**src/rtl/wb_queue.sv**
```systemverilog
// Writeback queue: merges load and ALU results into one register-file write port,
// in acceptance order, and answers decode-stage hazard queries against pending writes.
module wb_queue #(
  parameter int unsigned n     = 32,
  parameter int unsigned r     = 7,
  parameter int unsigned DEPTH = 4
) (
  input  logic         clk,
  input  logic         rst_n,
  input  logic         memValid,
  input  logic [r-1:0] memReg,
  input  logic [n-1:0] memData,
  output logic         memReady,
  input  logic         aluValid,
  input  logic [r-1:0] aluReg,
  input  logic [n-1:0] aluData,
  output logic         aluReady,
  output logic         regWrite,
  output logic [r-1:0] writeReg,
  output logic [n-1:0] writeData,
  input  logic [r-1:0] lookupReg,
  output logic         lookupHit,
  output logic         full,
  output logic         empty
);

  localparam int unsigned AW = (DEPTH > 1) ? $clog2(DEPTH) : 1;
  localparam int unsigned CW = AW + 1;

  logic [r-1:0]  regs_q [DEPTH];
  logic [n-1:0]  data_q [DEPTH];
  logic [AW-1:0] head_q, head_d;
  logic [AW-1:0] tail_q, tail_d;
  logic [CW-1:0] count_q, count_d;
  logic          reg_write_q, reg_write_d;
  logic [r-1:0]  write_reg_q, write_reg_d;
  logic [n-1:0]  write_data_q, write_data_d;

  logic          mem_push, alu_push, pop;
  logic [CW-1:0] n_push;
  logic [AW-1:0] alu_idx;
  logic [AW-1:0] off;

  // Readiness looks only at registered count; mem owns the last free slot.
  always_comb begin
    memReady = (count_q < CW'(DEPTH));
    aluReady = (count_q < CW'(DEPTH - 1)) ||
               ((count_q == CW'(DEPTH - 1)) && !memValid);
    full     = (count_q == CW'(DEPTH));
    empty    = (count_q == '0);
  end

  always_comb begin
    mem_push     = memValid && memReady;
    alu_push     = aluValid && aluReady;
    pop          = (count_q != '0);
    n_push       = CW'(mem_push) + CW'(alu_push);
    count_d      = count_q + n_push - CW'(pop);
    tail_d       = tail_q + AW'(n_push);
    head_d       = head_q + AW'(pop);
    alu_idx      = mem_push ? (tail_q + AW'(1)) : tail_q;
    reg_write_d  = pop;
    write_reg_d  = write_reg_q;
    write_data_d = write_data_q;
    if (pop) begin
      write_reg_d  = regs_q[head_q];
      write_data_d = data_q[head_q];
    end
  end

  // Storage is not reset; validity is defined by head/count alone.
  always_ff @(posedge clk) begin
    if (mem_push) begin
      regs_q[tail_q] <= memReg;
      data_q[tail_q] <= memData;
    end
    if (alu_push) begin
      regs_q[alu_idx] <= aluReg;
      data_q[alu_idx] <= aluData;
    end
  end

  always_ff @(posedge clk or negedge rst_n) begin
    if (!rst_n) begin
      head_q       <= '0;
      tail_q       <= '0;
      count_q      <= '0;
      reg_write_q  <= 1'b0;
      write_reg_q  <= '0;
      write_data_q <= '0;
    end else begin
      head_q       <= head_d;
      tail_q       <= tail_d;
      count_q      <= count_d;
      reg_write_q  <= reg_write_d;
      write_reg_q  <= write_reg_d;
      write_data_q <= write_data_d;
    end
  end

  assign regWrite  = reg_write_q;
  assign writeReg  = write_reg_q;
  assign writeData = write_data_q;

  // Hazard hit: any live slot (offset from head below count) or the write in flight.
  always_comb begin
    off       = '0;
    lookupHit = reg_write_q && (write_reg_q == lookupReg);
    for (int unsigned i = 0; i < DEPTH; i++) begin
      off = AW'(i) - head_q;
      if ((CW'(off) < count_q) && (regs_q[i] == lookupReg)) lookupHit = 1'b1;
    end
  end

endmodule

```
**config.mk**
```make
export PLATFORM = sky130hd
export DESIGN_NAME = wb_queue
export DESIGN_NICKNAME = d
export VERILOG_FILES = /design/src/rtl/wb_queue.sv
export SDC_FILE = /design/constraint.sdc
export NUM_CORES = 1
export LEC_CHECK = 0
export CAP_MARGIN = 20
export CORE_ASPECT_RATIO = 0.8
export CORE_MARGIN = 5
export CORE_UTILIZATION = 55
export CTS_CLUSTER_SIZE = 28
export DETAILED_ROUTE_END_ITERATION = 10
export PLACE_DENSITY = 0.83
export REMOVE_ABC_BUFFERS = 1
export SYNTH_ARGS = -nofsm -noshare
export SYNTH_HDL_FRONTEND = slang
export SYNTH_SLANG_ARGS = --single-unit
```
**constraint.sdc**
```tcl
create_clock -name clk -period 3.55 [get_ports clk]
set_input_delay 0.71 -clock clk [delete_from_list [all_inputs] [get_ports clk]]
set_output_delay 0.71 -clock clk [all_outputs]
set_load 0.05 [all_outputs]
```
=== After elaboration in Yosys (flattened, before gate mapping) ===
Memories as Yosys holds them, arrays and structs flattened. A register that Yosys moved wholly into a read port is not among the register bits.
Index checks and enable logic that the tools add are counted.

* Eq/ne operators: 7
* Order comparisons: 6
* Muxes and demuxes: 9
* Reduce and logical (&&, ||, !) cells: 14
* $add $sub $neg: 10

{| class="wikitable"
|+ Operators with widths
! operator !! number
|-
| 7-bit == test || 5
|-
| 2-bit by 3-bit less-than comparator with 1-bit output || 4
|-
| 1-bit logical AND || 8
|-
| 1-bit 2-to-1 mux || 8
|-
| 1-bit by 2-bit subtractor with 2-bit output (first input constant) || 2
|-
| 2-bit subtractor (first input constant) || 2
|-
| 3-bit by 2-bit adder with 3-bit output || 1
|-
| 3-bit by 2-bit == test with 1-bit output (second input constant) || 1
|-
| 3-bit == test (second input constant) || 1
|-
| 1-bit zero test || 3
|-
| 3-bit zero test || 1
|-
| 3-bit by 2-bit less-than comparator with 1-bit output (second input constant) || 1
|-
| 3-bit less-than comparator (second input constant) || 1
|-
| 3-bit nonzero test || 1
|-
| 3-bit by 1-bit subtractor with 3-bit output || 1
|-
| 1-bit by 1-bit adder with 2-bit output || 1
|-
| 2-bit by 1-bit adder with 2-bit output || 1
|-
| 2-bit by 1-bit adder with 2-bit output (second input constant) || 1
|-
| 2-bit adder || 1
|-
| 2-bit 2-to-1 mux || 1
|-
| 1-bit logical OR || 1
|}

* Register bits after elaboration: 8
* Memory bits (writable): 156
* Output and inout port bits: 45
* Memories kept: 2

{| class="wikitable"
|+ Memory list
! name !! words !! bits a word !! read ports !! clocked after Yosys merged registers in !! write ports !! RTL line !! source
|-
| data_q || 4 || 32 || 1 || 1 || 2 || 31 || <nowiki>logic [n-1:0] data_q [DEPTH];</nowiki>
|-
| regs_q || 4 || 7 || 5 || 1 || 2 || 30 || <nowiki>logic [r-1:0] regs_q [DEPTH];</nowiki>
|}

=== Depth between registers and ports, before layout ===
* Word-level depth: 7
* Gate-level depth with buffers: 11
* Depth with buffers taken out: 11

=== Worst setup path before layout ===
OpenSTA, ideal clock, no wires.

* Path kind: input-to-reg
* Start point: in memValid
* End point: reg count_q[2]
* Stages: 11
* Setup slack: 331 ps
* Data arrival time: 3,077 ps
* Path buffers: 0
* Path through: a31oi_1 > and2_1 > ha_1 > inv_1 > ha_1 > inv_1 > ha_1 > inv_1 > fa_1 > xnor2_1 > xnor2_1

* Cells in the longest elaborated chain, start to end: 7
* Elaborated cells on any way between the ends: 8
* Those cells by class: add/sub: 3; reduce/logical: 5

{| class="wikitable"
|+ Ends and longest elaborated chain
! item !! RTL line !! source
|-
| start, declared || 10 || <nowiki>input logic memValid,</nowiki>
|-
| 1-bit zero test || 48 || <nowiki>((count_q == CW'(DEPTH - 1)) && !memValid);</nowiki>
|-
| 1-bit logical AND || 48 ||
|-
| 1-bit logical OR || 47 || <nowiki>aluReady = (count_q < CW'(DEPTH - 1)) ||</nowiki>
|-
| 1-bit logical AND || 55 || <nowiki>alu_push = aluValid && aluReady;</nowiki>
|-
| 1-bit by 1-bit adder with 2-bit output (*) || 57 || <nowiki>n_push = CW'(mem_push) + CW'(alu_push);</nowiki>
|-
| 3-bit by 2-bit adder with 3-bit output (*) || 58 || <nowiki>count_d = count_q + n_push - CW'(pop);</nowiki>
|-
| 3-bit by 1-bit subtractor with 3-bit output (*) || 58 ||
|-
| named net count_d[2] || 34 || <nowiki>logic [CW-1:0] count_q, count_d;</nowiki>
|-
| end signal, assigned || 94 || <nowiki>count_q <= count_d;</nowiki>
|-
| end, declared || 34 ||
|}

Mark *: on every way through the listed nets, which the timed path passes. The rest lies on a longest branch.

=== Final worst setup path ===
* Start point: in lookupReg[2]
* End point: out lookupHit

* Cells in the longest elaborated chain, start to end: 6
* Elaborated cells on any way between the ends: 14
* Those cells by class: eq/ne: 5; mux: 4; reduce/logical: 5

{| class="wikitable"
|+ Ends and longest elaborated chain
! item !! RTL line !! source
|-
| start, declared || 21 || <nowiki>input logic [r-1:0] lookupReg,</nowiki>
|-
| 7-bit == test, on equally long branches || 108, 111 ||
|-
| 1-bit logical AND, on equally long branches || 108, 111 ||
|-
| 1-bit 2-to-1 mux (3 in a row) || 111 || <nowiki>if ((CW'(off) < count_q) && (regs_q[i] == lookupReg)) lookupHit = 1'b1;</nowiki>
|-
| 1-bit 2-to-1 mux (*) || 111 ||
|-
| end, declared || 22 || <nowiki>output logic lookupHit,</nowiki>
|}

Every way passes the cells marked *; elsewhere a longest branch is shown, timed or not.

==> impl.org <==
** Clocking
- CTS tree :: done
- Clock-pin slew reported for the worst setup and hold paths after clock tree synthesis :: 60 ps
- Number of clock buffers inserted by TritonCTS :: 21
- CTS H-tree depth :: 1
- Total setup buffers inserted after CTS :: 0
- The clock net in this run drives a total of between 200 and 250 sinks.
- Largest buffer count on any clock path :: 3
- Hold repair after CTS inserted 0 buffers.
- Gates resized during post-CTS repair numbered 0.
- Clk_lat worst skew :: 500 ps
- Root buffer cell :: sky130_fd_sc_hd__clkbuf_16

** Final layout
- Relative area change from synthesis to final layout :: 24.40%
- Share of post-route cells with drive strength above 1 :: 39.78%
- Final-layout fill cell count :: 1166
- Final design utilization :: between 60% and 70%
- Final Instance Count excl. Fillers :: a little under 1000
- Count of antenna diodes in the layout :: 0
- Once layout is done, the placed cells without fillers occupy 12420 sq um.
- Net count, final :: between 800 and 900

** Floorplanning
- Rows :: 44
- Effective utilization at floorplan :: 55.47%
- roughly 130 I/O pins were placed.
- Height of the chip :: 130.5 um
- Width of the die :: 160.7 um
- In this run the standard cell core region covers 18000 sq um.
- The die covers 20970 sq um.

** Logic synthesis
- Synthesis produced 589 cells.
- The number of different library cells used by synthesis comes to 33.
- Total standard cell area after synthesis :: 9986 sq um
- The share of synthesized area in the top cell type comes to 46.91%.
- Largest cells by area after synthesis :: sky130_fd_sc_hd__edfxtp_1, sky130_fd_sc_hd__mux2_2, sky130_fd_sc_hd__dfrtp_1, sky130_fd_sc_hd__mux4_2, sky130_fd_sc_hd__xnor2_1
- Sequential element share of the synthesized area :: 58.69%
- #FFs+latches synth :: between 200 and 250
- Biggest area consumer among synthesized cells :: sky130_fd_sc_hd__edfxtp_1
- Yosys synthesis warning count :: 0
- Average footprint of a synthesized cell :: ~17 sq um

** Setup path
- In this run the worst path has a maximum fanout of 5.
- The worst setup path is of the in2out kind.
- Data arrival time of the critical path :: ~2400 ps
- Kind of end point of the critical path :: primary output
- CP startpoint kind :: primary input
- STA puts the critical path data required time at 2840 ps.

** Detailed routing
- Mean routed wirelength per cell :: 22.99 um
- First-pass iteration count of the detailed router :: 6
- Vias/cell :: slightly below 6
- Number of DRC markers after the initial detailed-route iteration :: 286
- The routed design has roughly 22 mm of wire.
- For this run, design rule violations remaining after detail routing come to 0.
- Once detail routing completed, the nets flagged for antenna violations numbered 0.
- Across all layers, the routed design uses 5766 vias.

** Run
- Max_cap viols :: 0

** STA
- The total count of max-transition violations in the final report is 0.
- In the post-route analysis, the smallest setup slack over all paths is 436.4 ps.
- After layout, the worst path uses 87.71% of the clock period.
- # setup viols final :: 0
- Timing would allow up to 321.2 MHz.
- Setup repair after global routing left no endpoint under its margin.
- Clk_skew :: 15.58 ps
- Final hold slack :: 282.5 ps
- Worst max-slew margin expressed relative to the limit :: approximately half
- Clock period minus worst slack :: 3114 ps
- At the pin with the least slew margin, the transition time is between 700 and 800 ps.
- Final Hold Vio Count :: 0
- Setup TNS after final layout :: 0 ps

** Global route
- Global routing used 21.43% of the available tracks across all layers.
- Entering global routing, the biggest net connects 42 pins.
- For this run the aggregate overflow at the end of global routing stands at 0.
- Vias in the first global route :: 6363
- First-pass GRT wire length :: 34.87 mm
- The initial antenna violation count came to 0.

** Place
- In this run the tool buffered the top-level ports with 133 buffer cells.
- HPWL Detailed :: 14.29 mm
- Placer's final routability congestion estimate :: about 0.9
- DP Cell Count :: 931
- Place WS :: between 60 and 70 ps
- Post-Place Cell Area :: 11710 sq um

** Power
- Power comes to 10.71 mW.
- Power per standard cell area :: approximately 860 nW/um^2
- IR analysis of the VDD net gives a maximum drop of 0.0007211 V.
- The analysis attributes to cell leakage a power of around 4.3 nW.

** Worst hold path
- The tightest min-delay check is of the in2async type.

** Outcome
- The run finished with clean final reports.
## metal layers
metal  track usage, %  wire (um)  vias to the layer above
met4            4.906        414                        0
met1            29.00       9463                     2950
met5                0          0                        -
met3            4.735       1521                       41
met2            36.26      10880                      223
li1                 -          -                     2552
## cell type report
class                           instances  area, sq um  area share, %
Multi-Input combinational cell        336         3935          31.68
Clock inverter                         11        133.9          1.078
Clock buffer                           27        578.1          4.654
Inverter                               12        45.04         0.3626
Timing Repair Buffer                  150         1577          12.69
Sequential cell                       203         5866          47.22
Tap cell                              230        287.8          2.317
## cells in the mapped netlist
master	instances
sky130_fd_sc_hd__or2_2	1
sky130_fd_sc_hd__a31oi_1	1
sky130_fd_sc_hd__inv_1	12
sky130_fd_sc_hd__and2_1	1
sky130_fd_sc_hd__fa_1	1
sky130_fd_sc_hd__a21oi_2	1
sky130_fd_sc_hd__nand2_1	5
sky130_fd_sc_hd__mux2_1	4
sky130_fd_sc_hd__buf_4	4
sky130_fd_sc_hd__a21oi_1	6
sky130_fd_sc_hd__dfrtp_1	47
sky130_fd_sc_hd__nor2b_1	2
sky130_fd_sc_hd__nor3_1	3
sky130_fd_sc_hd__nor3_2	1
sky130_fd_sc_hd__xor2_1	17
sky130_fd_sc_hd__a21boi_0	1
sky130_fd_sc_hd__nand4_1	6
sky130_fd_sc_hd__buf_1	2
sky130_fd_sc_hd__mux2i_1	1
sky130_fd_sc_hd__nor4_1	4
sky130_fd_sc_hd__mux4_2	39
sky130_fd_sc_hd__nand3_1	2
sky130_fd_sc_hd__nor3b_2	1
sky130_fd_sc_hd__buf_2	17
sky130_fd_sc_hd__a21o_1	3
sky130_fd_sc_hd__clkbuf_1	15
sky130_fd_sc_hd__nand2b_1	1
sky130_fd_sc_hd__o21ai_0	4
sky130_fd_sc_hd__ha_1	14
sky130_fd_sc_hd__edfxtp_1	156
sky130_fd_sc_hd__mux2_2	191
sky130_fd_sc_hd__nor2_1	2
sky130_fd_sc_hd__xnor2_1	24
## report_power, final
part	total [mW]	switching [mW]	internal, mW
Sequential	3.85	0.372	3.48
Clock	2.27	0.900	1.37
Combinational	4.59	2.52	2.07
## final timing paths
| kind | cells after the start | slack, ps | from | endpoint |
|---|---|---|---|---|
| worst max-delay path | 7 | 440 | lookupReg[2] | lookupHit |
| worst min-delay path | 1 | 280 | rst_n | writeReg[5] |
| worst max register to register | 6 | 890 | count_q[2] | regs_q[1][3] |
| worst min register to register | 1 | 500 | writeData[11] | writeData[11] |
| max in group asynchronous | 2 | 2480 | rst_n | writeData[10] |
| min in group clk | 1 | 500 | writeData[11] | writeData[11] |
## kinds of logic (layout without fill, tap and decap cells)
logic type	count (synthesis)	in the layout	synth area share (%)
muxes	235	235	30.89
DFF	203	203	58.69
buffers and inverters	50	200	2.243
xor gates and xnor gates	41	41	3.596
and+or+nand+nor	29	29	1.679
AOI/OAI and AO/OA	16	16	0.9523
adders and majority gates	15	15	1.955
## placed cells by master, fill, tap and decap left out, types with 8 or more instances in the layout
cell | Yosys | layout
sky130_fd_sc_hd__xor2_1 | 17 | 17
sky130_fd_sc_hd__edfxtp_1 | 156 | 156
sky130_fd_sc_hd__clkdlybuf4s50_1 | 0 | 131
sky130_fd_sc_hd__ha_1 | 14 | 14
sky130_fd_sc_hd__dfrtp_1 | 47 | 45
sky130_fd_sc_hd__buf_12 | 0 | 10
sky130_fd_sc_hd__mux2_2 | 191 | 191
sky130_fd_sc_hd__buf_4 | 4 | 8
sky130_fd_sc_hd__mux4_2 | 39 | 39
sky130_fd_sc_hd__clkbuf_16 | 0 | 21
sky130_fd_sc_hd__xnor2_1 | 24 | 24
sky130_fd_sc_hd__inv_1 | 12 | 12
## registers in the layout (all words and copies together), names as in the netlist
signal     cells
tail_q         2
regs_q        28
head_q         2
writeReg       7
writeData     32
count_q        3
data_q       128
regWrite       1
## critical path, cell delays in order
cell	delay, ps
sky130_fd_sc_hd__clkdlybuf4s50_1	560
sky130_fd_sc_hd__xnor2_1	280
sky130_fd_sc_hd__nand4_1	130
sky130_fd_sc_hd__nor4_1	280
sky130_fd_sc_hd__a21oi_1	120
sky130_fd_sc_hd__nand4_1	170
sky130_fd_sc_hd__buf_12	160
(Power assumes the default switching activity.)
==> edit, RTL diff (config.mk and constraints unchanged) <==
`DEPTH`: 4 -> 8.
--- a/src/rtl/wb_queue.sv
+++ b/src/rtl/wb_queue.sv
@@ -3,7 +3,7 @@
 module wb_queue #(
   parameter int unsigned n     = 32,
   parameter int unsigned r     = 7,
-  parameter int unsigned DEPTH = 4
+  parameter int unsigned DEPTH = 8
 ) (
   input  logic         clk,
   input  logic         rst_n,
Check against the original RTL: not equivalent (Yosys sat finds a counterexample within 4 cycles, from zero or initial values and one cycle with rst_n low).
==> edit against the unedited design <==
Setup slack worse by 0.33 ns; global-route usage up 3.4 points; synthesized area up 88%; critical path depth up 1; design area up 78%; total power up 63%; wire length up 110%; sequential cell count up 159; via count up 90%; largest cell class unchanged.
==> edit: results (changes against the unedited design) <==
[run_status]
outcome=finished clean  ; unchanged

[synthesis]
synthCells=1153  ; was 589
synth_edf_count=312  ; was 156
yosysSeqAreaShare_pct=56.6  ; was 58.7%
ys_top_cells_by_area=edfxtp_1 (50%), mux2_2 (17%), mux4_2 (9.4%)  ; was edfxtp_1 (47%), mux2_2 (22%), dfrtp_1 (12%)
yosysUniqueCellTypes=48  ; was 33
synth_common_cells=edfxtp_1 (312), mux2_2 (278), mux4_2 (78)  ; was mux2_2 (191), edfxtp_1 (156), dfrtp_1 (47)
async_flop_share_pct=13.8  ; was 23.2%

[timing]
fin_skew_ns=0.0147  ; was 0.0156 ns
worstMarginPinSlew_ns=0.918  ; was 0.757 ns
hold_ws_ns=0.123  ; was 0.282 ns

[detailed_routing]
finalWirelength_um=46800  ; was 22300 um
dr.first_iter.drc_count=922  ; was 286
route.met2.wl_um=23000  ; was 10900 um
wl_per_cell_um=26.4  ; was 23.0 um
wl_met1_um=19300  ; was 9460 um
met3WireLength_um=3610  ; was 1520 um
highest_layer=met5  ; was met4
routed_via_density=6.20  ; was 5.95

[pwr]
p_leak_nw=7.66  ; was 4.33 nW
ir_drop_uv=714  ; was 721 uV
switchingPower_mw=6.28  ; was 3.79 mW
pg_comb_mw=7.27  ; was 4.59 mW
clock_power_mw=3.75  ; was 2.27 mW
p_comb_share_pct=41.7  ; was 42.9%

[place]
dpl.cell_count=1699  ; was 931
hpwl_um=29100  ; was 14300 um
postPlaceCellArea_um2=20900  ; was 11700 um^2
place_congestion=0.930  ; was 0.889
pre_cts_ws_ns=0.123  ; was 0.0623 ns

[layout]
nets=1424  ; was 828
fill_cells=2316  ; was 1166
drive_gt1_share_pct=36.5  ; was 39.8%
largest_reg_flops=256  ; was 128

[global_routing]
grt.met3_usage_pct=5.01  ; was 4.74%
grt_pass1_vias=11600  ; was 6363
grt_util_met1_pct=34.7  ; was 29.0%
antenna_found_initial=9  ; was 0
grtUsageMet2_pct=40.8  ; was 36.3%
grt_pass1_wl_um=72100  ; was 34900 um
grtUsageTotal_pct=24.8  ; was 21.4%
grt_max_degree=79  ; was 42

[cts]
h-tree-depth=2  ; was 1
clock_latency_ns=0.54  ; was 0.50 ns

[setup_path]
timing.rr.start=tail_q[0]  ; was count_q[2]
crit_fanout=7  ; was 5
reg2reg_slack_ns=0.65  ; was 0.89 ns
worstReg2RegEnd=data_q[7][22]  ; was regs_q[1][3]

[hold_path]
hold_path.class=in -> async  ; unchanged

## edit: cell count changes in the layout (fill, tap and decap cells not counted), moves of 30 or more
cell	before	now
mux4_2	39	78
buf_4	8	39
nand2_1	3	46
mux2i_1	1	39
o21ai_0	4	39
edfxtp_1	156	312
mux2_1	4	34
mux2_2	191	278
## edit: worst max path at each step
| stage | start | end | slack (ns) | cells past startpoint |
|---|---|---|---|---|
| 2_1_floorplan | count_q[3] | count_q[2] | -3.81 | 10 |
| 3_3_place_gp | lookupReg[3] | lookupHit | 0.16 | 8 |
| 3_5_place_dp | lookupReg[3] | lookupHit | 0.12 | 8 |
| 4_1_cts | lookupReg[3] | lookupHit | 0.11 | 8 |
| 5_1_grt | lookupReg[3] | lookupHit | 0.03 | 8 |
| 6_report | lookupReg[3] | lookupHit | 0.11 | 8 |
## edit: worst register-to-register path, cell delays in order (launching register included)
cell	delay (ns)
dfrtp_1	0.69
ha_1	0.26
xor2_1	0.34
a32oi_2	0.23
nor3_4	0.48
buf_12	0.28
mux2_2	0.38
## edit: cells by family after synthesis
kind of cell             after synthesis  share of synthesized area, %
adder cells (fa/ha/maj)               29                          2.01
multiplexers                         430                          30.3
flip-flops                           362                          56.6
XOR/XNOR                              73                          3.44
AND/OR/NAND/NOR                       95                          2.64
AO/OA/AOI/OAI                         66                          2.11
buffers and inverters                 98                          2.97
## edit: cell type report
class                      instances  area (um^2)  area share [%]
antenna                            3         7.51          0.0340
clock buffer                      54         1010            4.58
clock inverter                    12          129           0.584
inverter                          25         93.8           0.425
multi-input combinational        693         7710            35.0
sequential                       362        10600            48.2
tap                              434          543            2.46
timing repair buffer             187         1930            8.76
## edit: what timing repair did
item	in CTS	in global routing
gates resized for setup	0	1
setup endpoints to repair	1	1
hold buffers	0	0
buffers inserted	2	0
